## src/rtl/mem_port_arbiter_if.sv

```systemverilog
// Bus bundle between the two core requesters, the arbiter and the word memory.
// slave is the arbiter's view; master is the requester/memory-model view.
interface mem_port_arbiter_if #(
    parameter int unsigned ADDR_W = 32
);
    localparam int unsigned DATA_W = 32;

    logic              if_req;
    logic [ADDR_W-1:0] if_addr;
    logic              if_ready;
    logic [DATA_W-1:0] if_rdata;

    logic              d_req;
    logic              d_we;
    logic [ADDR_W-1:0] d_addr;
    logic [DATA_W-1:0] d_wdata;
    logic              d_ready;
    logic [DATA_W-1:0] d_rdata;

    logic              mem_en;
    logic              mem_we;
    logic [ADDR_W-1:0] mem_addr;
    logic [DATA_W-1:0] mem_wdata;
    logic [DATA_W-1:0] mem_rdata;

    modport slave (
        input  if_req, if_addr, d_req, d_we, d_addr, d_wdata, mem_rdata,
        output if_ready, if_rdata, d_ready, d_rdata, mem_en, mem_we, mem_addr, mem_wdata
    );

    modport master (
        output if_req, if_addr, d_req, d_we, d_addr, d_wdata, mem_rdata,
        input  if_ready, if_rdata, d_ready, d_rdata, mem_en, mem_we, mem_addr, mem_wdata
    );
endinterface

```

## src/rtl/mem_port_arbiter.sv

```systemverilog
// Round-robin sharing of one single-ported, fixed-latency word memory between
// instruction fetch and data access; fetch is held off while the core is halted.
module mem_port_arbiter #(
    parameter int unsigned LATENCY = 2,
    parameter int unsigned ADDR_W  = 32
) (
    input  logic              clk,
    input  logic              rst_b,
    input  logic              halted,
    mem_port_arbiter_if.slave bus
);
    localparam int unsigned DATA_W = 32;
    localparam int unsigned CNT_W  = 4;

    typedef enum logic [1:0] {IDLE, ISSUE, WAIT, DONE} state_t;

    typedef struct packed {
        logic              fetch;
        logic              we;
        logic [ADDR_W-1:0] addr;
        logic [DATA_W-1:0] wdata;
    } access_t;

    state_t           state_q, state_d;
    access_t          acc_q, acc_d;
    logic [CNT_W-1:0] cnt_q, cnt_d;
    logic             last_fetch_q, last_fetch_d;
    logic             capture;
    logic             elig_if;
    logic             elig_d;
    logic             pick_fetch;

    logic              mem_en_q;
    logic              mem_we_q;
    logic [ADDR_W-1:0] mem_addr_q;
    logic [DATA_W-1:0] mem_wdata_q;
    logic              if_ready_q;
    logic              d_ready_q;
    logic [DATA_W-1:0] if_rdata_q;
    logic [DATA_W-1:0] d_rdata_q;

    // State register and latched access
    always_ff @(posedge clk or negedge rst_b) begin
        if (!rst_b) begin
            state_q      <= IDLE;
            acc_q        <= '0;
            cnt_q        <= '0;
            last_fetch_q <= 1'b0;
        end else begin
            state_q      <= state_d;
            acc_q        <= acc_d;
            cnt_q        <= cnt_d;
            last_fetch_q <= last_fetch_d;
        end
    end

    // Next-state, grant selection and read-capture strobe
    always_comb begin
        state_d      = state_q;
        acc_d        = acc_q;
        cnt_d        = cnt_q;
        last_fetch_d = last_fetch_q;
        capture      = 1'b0;
        elig_if      = bus.if_req & ~halted;
        elig_d       = bus.d_req;
        // On conflict the requester that was not served last wins
        pick_fetch   = elig_if & (~elig_d | ~last_fetch_q);

        case (state_q)
            IDLE: begin
                if (elig_if | elig_d) begin
                    acc_d.fetch  = pick_fetch;
                    acc_d.we     = pick_fetch ? 1'b0 : bus.d_we;
                    acc_d.addr   = pick_fetch ? bus.if_addr : bus.d_addr;
                    acc_d.wdata  = pick_fetch ? acc_q.wdata : bus.d_wdata;
                    last_fetch_d = pick_fetch;
                    state_d      = ISSUE;
                end
            end
            ISSUE: begin
                if (acc_q.we) begin
                    state_d = DONE;
                end else if (LATENCY == 1) begin
                    capture = 1'b1;
                    state_d = DONE;
                end else begin
                    cnt_d   = CNT_W'(LATENCY - 1);
                    state_d = WAIT;
                end
            end
            WAIT: begin
                if (cnt_q == '0) begin
                    capture = 1'b1;
                    state_d = DONE;
                end else begin
                    cnt_d = cnt_q - CNT_W'(1);
                end
            end
            DONE: begin
                state_d = IDLE;
            end
            default: begin
                state_d = IDLE;
            end
        endcase
    end

    // Outputs are registered from the next state so they line up with it
    always_ff @(posedge clk or negedge rst_b) begin
        if (!rst_b) begin
            mem_en_q    <= 1'b0;
            mem_we_q    <= 1'b0;
            mem_addr_q  <= '0;
            mem_wdata_q <= '0;
            if_ready_q  <= 1'b0;
            d_ready_q   <= 1'b0;
            if_rdata_q  <= '0;
            d_rdata_q   <= '0;
        end else begin
            mem_en_q   <= (state_d == ISSUE);
            mem_we_q   <= (state_d == ISSUE) & acc_d.we;
            if_ready_q <= (state_d == DONE) & acc_d.fetch;
            d_ready_q  <= (state_d == DONE) & ~acc_d.fetch;
            if (state_d == ISSUE) begin
                mem_addr_q  <= acc_d.addr;
                mem_wdata_q <= acc_d.wdata;
            end
            if (capture) begin
                if (acc_q.fetch) begin
                    if_rdata_q <= bus.mem_rdata;
                end else begin
                    d_rdata_q <= bus.mem_rdata;
                end
            end
        end
    end

    assign bus.mem_en    = mem_en_q;
    assign bus.mem_we    = mem_we_q;
    assign bus.mem_addr  = mem_addr_q;
    assign bus.mem_wdata = mem_wdata_q;
    assign bus.if_ready  = if_ready_q;
    assign bus.d_ready   = d_ready_q;
    assign bus.if_rdata  = if_rdata_q;
    assign bus.d_rdata   = d_rdata_q;

endmodule

```

## src/flat_wrapper.sv

```systemverilog
// flat-port wrapper written by rule: the top's interface ports become plain ports
module mem_port_arbiter_flat 
#(
    parameter int unsigned LATENCY = 2,
    parameter int unsigned ADDR_W  = 32
)
  (clk, rst_b, halted, bus_if_req, bus_if_addr, bus_d_req, bus_d_we, bus_d_addr, bus_d_wdata, bus_mem_rdata, bus_if_ready, bus_if_rdata, bus_d_ready, bus_d_rdata, bus_mem_en, bus_mem_we, bus_mem_addr, bus_mem_wdata);
  mem_port_arbiter_if #(.ADDR_W(ADDR_W)) bus_i ();
  input  logic clk;
  input  logic rst_b;
  input  logic halted;
  input wire logic [$bits(bus_i.if_req)-1:0] bus_if_req;
  input wire logic [$bits(bus_i.if_addr)-1:0] bus_if_addr;
  input wire logic [$bits(bus_i.d_req)-1:0] bus_d_req;
  input wire logic [$bits(bus_i.d_we)-1:0] bus_d_we;
  input wire logic [$bits(bus_i.d_addr)-1:0] bus_d_addr;
  input wire logic [$bits(bus_i.d_wdata)-1:0] bus_d_wdata;
  input wire logic [$bits(bus_i.mem_rdata)-1:0] bus_mem_rdata;
  output wire logic [$bits(bus_i.if_ready)-1:0] bus_if_ready;
  output wire logic [$bits(bus_i.if_rdata)-1:0] bus_if_rdata;
  output wire logic [$bits(bus_i.d_ready)-1:0] bus_d_ready;
  output wire logic [$bits(bus_i.d_rdata)-1:0] bus_d_rdata;
  output wire logic [$bits(bus_i.mem_en)-1:0] bus_mem_en;
  output wire logic [$bits(bus_i.mem_we)-1:0] bus_mem_we;
  output wire logic [$bits(bus_i.mem_addr)-1:0] bus_mem_addr;
  output wire logic [$bits(bus_i.mem_wdata)-1:0] bus_mem_wdata;
  assign bus_i.if_req = bus_if_req;
  assign bus_i.if_addr = bus_if_addr;
  assign bus_i.d_req = bus_d_req;
  assign bus_i.d_we = bus_d_we;
  assign bus_i.d_addr = bus_d_addr;
  assign bus_i.d_wdata = bus_d_wdata;
  assign bus_i.mem_rdata = bus_mem_rdata;
  assign bus_if_ready = bus_i.if_ready;
  assign bus_if_rdata = bus_i.if_rdata;
  assign bus_d_ready = bus_i.d_ready;
  assign bus_d_rdata = bus_i.d_rdata;
  assign bus_mem_en = bus_i.mem_en;
  assign bus_mem_we = bus_i.mem_we;
  assign bus_mem_addr = bus_i.mem_addr;
  assign bus_mem_wdata = bus_i.mem_wdata;
  mem_port_arbiter #(.LATENCY(LATENCY), .ADDR_W(ADDR_W)) u_core (.clk(clk), .rst_b(rst_b), .halted(halted), .bus(bus_i));
endmodule
```

## config.mk

```make
export PLATFORM = sky130hd
export DESIGN_NAME = mem_port_arbiter_flat
export DESIGN_NICKNAME = d
export VERILOG_FILES = /design/src/rtl/mem_port_arbiter_if.sv /design/src/rtl/mem_port_arbiter.sv /design/src/flat_wrapper.sv
export SDC_FILE = /design/constraint.sdc
export NUM_CORES = 1
export LEC_CHECK = 0
export CAP_MARGIN = 0
export CORE_ASPECT_RATIO = 0.5
export CORE_MARGIN = 1
export CORE_UTILIZATION = 40
export DETAILED_ROUTE_END_ITERATION = 6
export PLACE_DENSITY = 0.73
export SYNTH_ARGS = -nofsm -noshare
export SYNTH_HDL_FRONTEND = slang
export SYNTH_SLANG_ARGS = --single-unit
```

## constraint.sdc

```tcl
create_clock -name clk -period 2.94 [get_ports clk]
set_clock_uncertainty 0.1 [all_clocks]
set_input_delay 0.294 -clock clk [delete_from_list [all_inputs] [get_ports clk]]
set_output_delay 0.294 -clock clk [all_outputs]
set_load 0.005 [all_outputs]
```

==> run summary, run 1 <==
Port Buffer Count -> 265
CP max stage delay -> 0.42 ns
Syn Nets -> 764
Worst VDD drop -> 0.593 mV
initial antenna violation count -> 0
Yosys top cell area share -> 60.5%
DP Area -> 0.0114 mm^2
share of post-route cells with drive strength above 1 -> 20.1%
Hold Path Class -> input pin to register
Filler cells -> 1678
Max-cap violations -> 0
fin area -> 0.0122 mm^2
WHS -> 0.309 ns
Final Cycle Share -> 84.8%
CTS max path bufs -> 3
first-pass GRT wire length -> 34200 um
GRT Overall Usage -> 19.2%
Arrival @ worst endpoint -> 2.76 ns
Final setup viols -> 0
Post-DP HPWL -> 14400 um
global route overflow -> 0
CTS tree -> yes
Critical Path Fanout Max -> 49
# Post-CTS Setup Buffers -> 0
number of CTS-inserted buffers -> 20
Seq. cell area -> 0.00513 mm^2
Ant. Diodes -> 0
I/O Pins -> 266
Post-DRT Antenna Nets -> 0
Max Fclk -> 401 MHz
worst setup path class -> register to register
nature of the critical path startpoint -> register
family with the most delay on the worst path -> simple AND/OR/NAND/NOR gates
synthesized area per cell -> 13.6 um^2
residual DRC count -> 0
final setup margin -> 0.447 ns
vias in the first global route -> 6556
Pins Over Slew Limit -> 0
Slew @ Worst Pin -> 0.841 ns
post-synthesis sequential area ratio -> 60.5%
Final Critical Period -> 2.49 ns
Buf+Inv Stages, Crit Path -> 2
Final Hold Vio Count -> 0
via count -> 6051
Max H-tree Level -> 1
drt via density -> 5.16
core area -> 0.0206 mm^2
Place WS -> 0.309 ns
leakage -> 4.98 nW
area of the mapped netlist -> 0.00847 mm^2
Reg clk slew, reported paths -> 0.07 ns
RSZ-0062 raised after global routing -> false
largest net degree at the start of global routing -> 86
row cnt -> 37
Slew headroom -> 44.0%
post-route core utilization -> 58.9%
DIE HEIGHT -> 105 um
Yosys warning count -> 0
Yosys cell types -> 33
Yosys top cell by area -> dfrtp_1
Worst-Skew Late Latency -> 0.48 ns
routed wire length -> 21100 um
clock root buffer -> clkbuf_16
post-synthesis register bit count -> 205
CP required -> 3.21 ns
1st-iter DRT viols -> 259
area grow syn2layout -> 43.5%
critical path's slowest cell -> dfrtp_1
Die X -> 208 um
final setup TNS -> 0 ns
outcome -> completed
synth top area cells -> dfrtp_1, mux2_2, mux2_1
critical path endpoint category -> register
TritonCTS Sinks -> 205
area of the multi-input gates -> 0.00312 mm^2
Final #Nets -> 1025
RD Place Congestion -> 0.770
crit path cell chain -> inv_1, ha_1, nand4bb_4, a32oi_2, nor3b_4, buf_12, mux2_2
die area -> 0.0218 mm^2
initial core utilization -> 41.0%
1st-pass router iterations -> 4
Syn Inst Count -> 624
PwrDens -> 1100 mW/mm^2
Routed wire per std cell -> 18.0 um
metrics by stage:
| step | cells | power [mW] |
|---|---|---|
| after floorplan | 624 | 7.91 |
| after global placement | 1135 | 10.6 |
| after detailed placement | 1135 | 10.8 |
| after CTS | 1172 | 13.6 |
| after global routing | 1172 | 14.2 |
| final | 1172 | 13.4 |
worst register-to-register path: stages, from the launching register on:
cell	delay, ns
dfrtp_1	0.42
inv_1	0.12
ha_1	0.32
nand4bb_4	0.19
a32oi_2	0.24
nor3b_4	0.28
buf_12	0.31
mux2_2	0.40
metal layers:
layer / GRT usage, % / wire, um / vias up
met5: 0 / 0 / -
met4: 5.34 / 496 / 0
li1: - / - / 2782
met2: 35.4 / 11000 / 166
met1: 23.8 / 8730 / 3063
met3: 2.34 / 864 / 40
Yosys cell counts:
| master | number |
|---|---|
| dfrtp_1 | 205 |
| mux2_2 | 117 |
| mux2_1 | 43 |
| o21ai_0 | 39 |
| nor2_1 | 35 |
| nand3_1 | 33 |
| a31oi_1 | 32 |
| o2bb2ai_1 | 32 |
| clkbuf_1 | 19 |
| buf_2 | 18 |
| ha_1 | 6 |
| inv_1 | 6 |
| nand2_1 | 6 |
| nor2b_1 | 5 |
| buf_6 | 4 |
| buf_1 | 3 |
| nand2b_1 | 3 |
| a211oi_1 | 2 |
| a22o_1 | 2 |
| a21boi_0 | 1 |
| a21boi_1 | 1 |
| a32oi_2 | 1 |
| and2_1 | 1 |
| buf_8 | 1 |
| nand3b_1 | 1 |
| nand4_1 | 1 |
| nand4bb_4 | 1 |
| nor3b_2 | 1 |
| o2111ai_1 | 1 |
| o211ai_2 | 1 |
| o31a_1 | 1 |
| or2_2 | 1 |
| or4_1 | 1 |
cells in the final DEF, fill, tap and decap left out, types with 4 or more instances in the layout:
| master | netlist | routed |
|---|---|---|
| nand3_1 | 33 | 33 |
| o2bb2ai_1 | 32 | 32 |
| clkdlybuf4s50_1 | 0 | 264 |
| buf_4 | 0 | 15 |
| nor2b_1 | 5 | 4 |
| ha_1 | 6 | 6 |
| inv_1 | 6 | 6 |
| a31oi_1 | 32 | 32 |
| dfrtp_1 | 205 | 205 |
| mux2_2 | 117 | 117 |
| o21ai_0 | 39 | 39 |
| clkbuf_8 | 0 | 7 |
| nor2_1 | 35 | 34 |
| mux2_1 | 43 | 43 |
| nand2_1 | 6 | 6 |
| clkbuf_16 | 0 | 21 |
power breakdown:
group,internal (mW),switching [mW]
Combinational,3.48,2.24
Sequential,4.29,0.700
Clock,1.63,1.08
logic make-up after synthesis:
family                     after synthesis  synth area share, %
DFF                                    205                 60.5
muxes                                  160                 21.3
adders and majority gates                6                0.886
and+or+nand+nor                         89                 5.23
buffers and inverters                   51                 3.01
AOI/OAI and AO/OA                      113                 9.08
sequential cells by signal, summed over array words and instances, names as in the netlist:
register              count
u_core.bus.mem_en         1
u_core.bus.if_rdata      32
u_core.bus.d_ready        1
u_core.bus.d_rdata       32
u_core.bus.mem_we         1
u_core.bus.if_ready       1
u_core.acc_q             66
u_core.cnt_q              4
u_core.state_q            2
u_core.bus.mem_addr      32
u_core.bus.mem_wdata     32
u_core.last_fetch_q       1
cell type report:
type / count / share of cell area [%]
clock buffers: 27 / 5.00
clock inverters: 9 / 0.874
inverters: 6 / 0.185
multi-input cells: 368 / 25.6
flip-flops and latches: 205 / 42.2
well taps: 273 / 2.81
repair buffers: 284 / 23.3
final timing paths:
path                                                      from                                   end  slack (ns)  depth (start not counted)
max                                u_core.state_q[0]$_DFF_PN0_  u_core.bus.mem_wdata[17]$_DFFE_PN0N_        0.45                          7
min                                            bus_if_addr[16]            u_core.acc_q[48]$_DFF_PN0_        0.31                          3
max reg2reg                        u_core.state_q[0]$_DFF_PN0_  u_core.bus.mem_wdata[17]$_DFFE_PN0N_        0.45                          7
min reg2reg                u_core.bus.mem_addr[18]$_DFFE_PN0N_   u_core.bus.mem_addr[18]$_DFFE_PN0N_        0.39                          1
max in group asynchronous                                rst_b   u_core.bus.mem_addr[18]$_DFFE_PN0N_        1.58                          3
min in group asynchronous                                rst_b    u_core.bus.d_rdata[19]$_DFFE_PN0P_        0.32                          2
repair_timing:
action / 4_1_cts / 5_1_grt
resized for setup: 0 / 0
hold endpoints to repair: 81 / 0
hold buffers: 1 / 0
endpoints found under the setup margin: 0 / 0
No activity file was read; power rests on OpenSTA's default activity.
==> run 2, diff against run 1 <==
Clock period 2.94 ns to 2.5 ns, I/O delays scaled along.
==> run summary, run 2 (same netlist as run 1, synthesis figures left out) <==
Final Critical Period -> 2.41 ns
PwrDens -> 1300 mW/mm^2
final setup TNS -> 0 ns
Critical Path Fanout Max -> 44
DP Cell Count -> 1141
worst r2r src -> u_core.state_q[0]$_DFF_PN0_
Resized cells post-CTS -> 0
Arrival @ worst endpoint -> 2.67 ns
CP required -> 2.76 ns
row cnt -> 37
Final Hold Vio Count -> 0
leakage -> 5.04 nW
Post-DRT Antenna Nets -> 0
Levels on crit path -> 7
CP max stage delay -> 0.41 ns
Slew @ Worst Pin -> 0.594 ns
Ant. Diodes -> 0
family with the most delay on the worst path -> simple AND/OR/NAND/NOR gates
Crit. Startpoint -> u_core.state_q[0]$_DFF_PN0_
Biggest register -> u_core.acc_q
GRT Overall Usage -> 19.5%
crit path cell chain -> inv_1, ha_1, nand4bb_4, a32oi_2, nor3b_4, buf_12, mux2_2
fin area -> 0.0123 mm^2
Max-cap violations -> 0
Hold Path Class -> input pin to asynchronous set/reset pin
drt via density -> 5.17
Buf+Inv Stages, Crit Path -> 2
CTS tree -> yes
DP Area -> 0.0115 mm^2
nature of the critical path startpoint -> register
Filler cells -> 1626
I/O Pins -> 266
Max Fclk -> 415 MHz
1st-iter DRT viols -> 306
Worst-Skew Late Latency -> 0.48 ns
first-pass GRT wire length -> 34500 um
outcome -> completed
share of post-route cells with drive strength above 1 -> 20.2%
# Post-CTS Setup Buffers -> 0
Post-Layout Cell Count -> 1177
residual DRC count -> 0
final setup margin -> 0.0923 ns
TritonCTS Sinks -> 205
R2R Setup Slk -> 0.09 ns
R2R depth -> 7
core area -> 0.0206 mm^2
most frequent cells in the layout -> clkdlybuf4s50_1, dfrtp_1, mux2_2
critical path's slowest cell -> dfrtp_1
Final Cycle Share -> 96.3%
Post-DP HPWL -> 14500 um
RSZ-0062 raised after global routing -> false
DIE HEIGHT -> 105 um
max reg flops -> 66
Worst VDD drop -> 0.550 mV
Place WS -> 0.0288 ns
Routed wire per std cell -> 18.1 um
routed wire length -> 21300 um
Tot Pwr -> 15.9 mW
Final setup viols -> 0
post-route core utilization -> 59.4%
Slew headroom -> 60.4%
RD Place Congestion -> 0.789
clock root buffer -> clkbuf_16
largest net degree at the start of global routing -> 73
via count -> 6081
Max H-tree Level -> 1
worst setup path class -> register to register
initial core utilization -> 41.0%
Pins Over Slew Limit -> 0
1st-pass router iterations -> 4
Reg clk slew, reported paths -> 0.06 ns
CTS max path bufs -> 3
WHS -> 0.242 ns
initial antenna violation count -> 0
CP Capture Point -> u_core.bus.mem_wdata[15]$_DFFE_PN0N_
Die X -> 208 um
area grow syn2layout -> 44.7%
Final #Nets -> 1031
die area -> 0.0218 mm^2
global route overflow -> 0
number of CTS-inserted buffers -> 20
Port Buffer Count -> 265
commonest non-fill, non-tap cell in the layout -> clkdlybuf4s50_1
FF-to-FF End -> u_core.bus.mem_wdata[15]$_DFFE_PN0N_
critical path endpoint category -> register
vias in the first global route -> 6513
## run 2: cell count changes in the layout (fill, tap and decap cells not counted), sizes merged
cell / delta
bufinv: +1
buf: +6
clkinvlp: -3
clkbuf: +3
clkinv: -2
## run 2: repair_timing
item                                    in CTS  in global routing
hold endpoints to repair                    69                  0
endpoints found under the setup margin       0                  0
hold buffers                                 1                  0
## run 2: per-layer routing
metal	wire length, um	part of all wire (%)	track usage, %
met5	0	0	0
met4	614	2.9	6.19
met3	940	4.4	2.98
met2	10800	51	34.8
met1	8970	42	24.3
## run 2: area by class of cell
class                      instances  area [um^2]  share of cell area, %
clock inverter                     5          100                  0.816
tap                              273          342                   2.79
timing repair buffer             290         2930                   23.9
sequential                       205         5130                   41.8
inverter                           6         22.5                  0.184
clock buffer                      30          619                   5.05
multi-input combinational        368         3120                   25.4
## run 2: worst min-delay path by stage
stage                                          endpoint  cells past startpoint
global placement     u_core.bus.d_rdata[11]$_DFFE_PN0P_                      1
CTS                          u_core.acc_q[35]$_DFF_PN0_                      3
global route                 u_core.acc_q[31]$_DFF_PN0_                      2
floorplan                     u_core.acc_q[0]$_DFF_PN0_                      0
finish               u_core.bus.d_rdata[11]$_DFFE_PN0P_                      2
detailed placement  u_core.bus.if_rdata[20]$_DFFE_PN0P_                      1
## run 2: power breakdown
part           total, mW  switching (mW)  leakage [nW]  internal (mW)
logic               6.84            2.69          2.23           4.15
registers           5.85           0.810          2.45           5.04
clock network       3.25            1.23         0.356           2.02
total               15.9            4.73          5.04           11.2
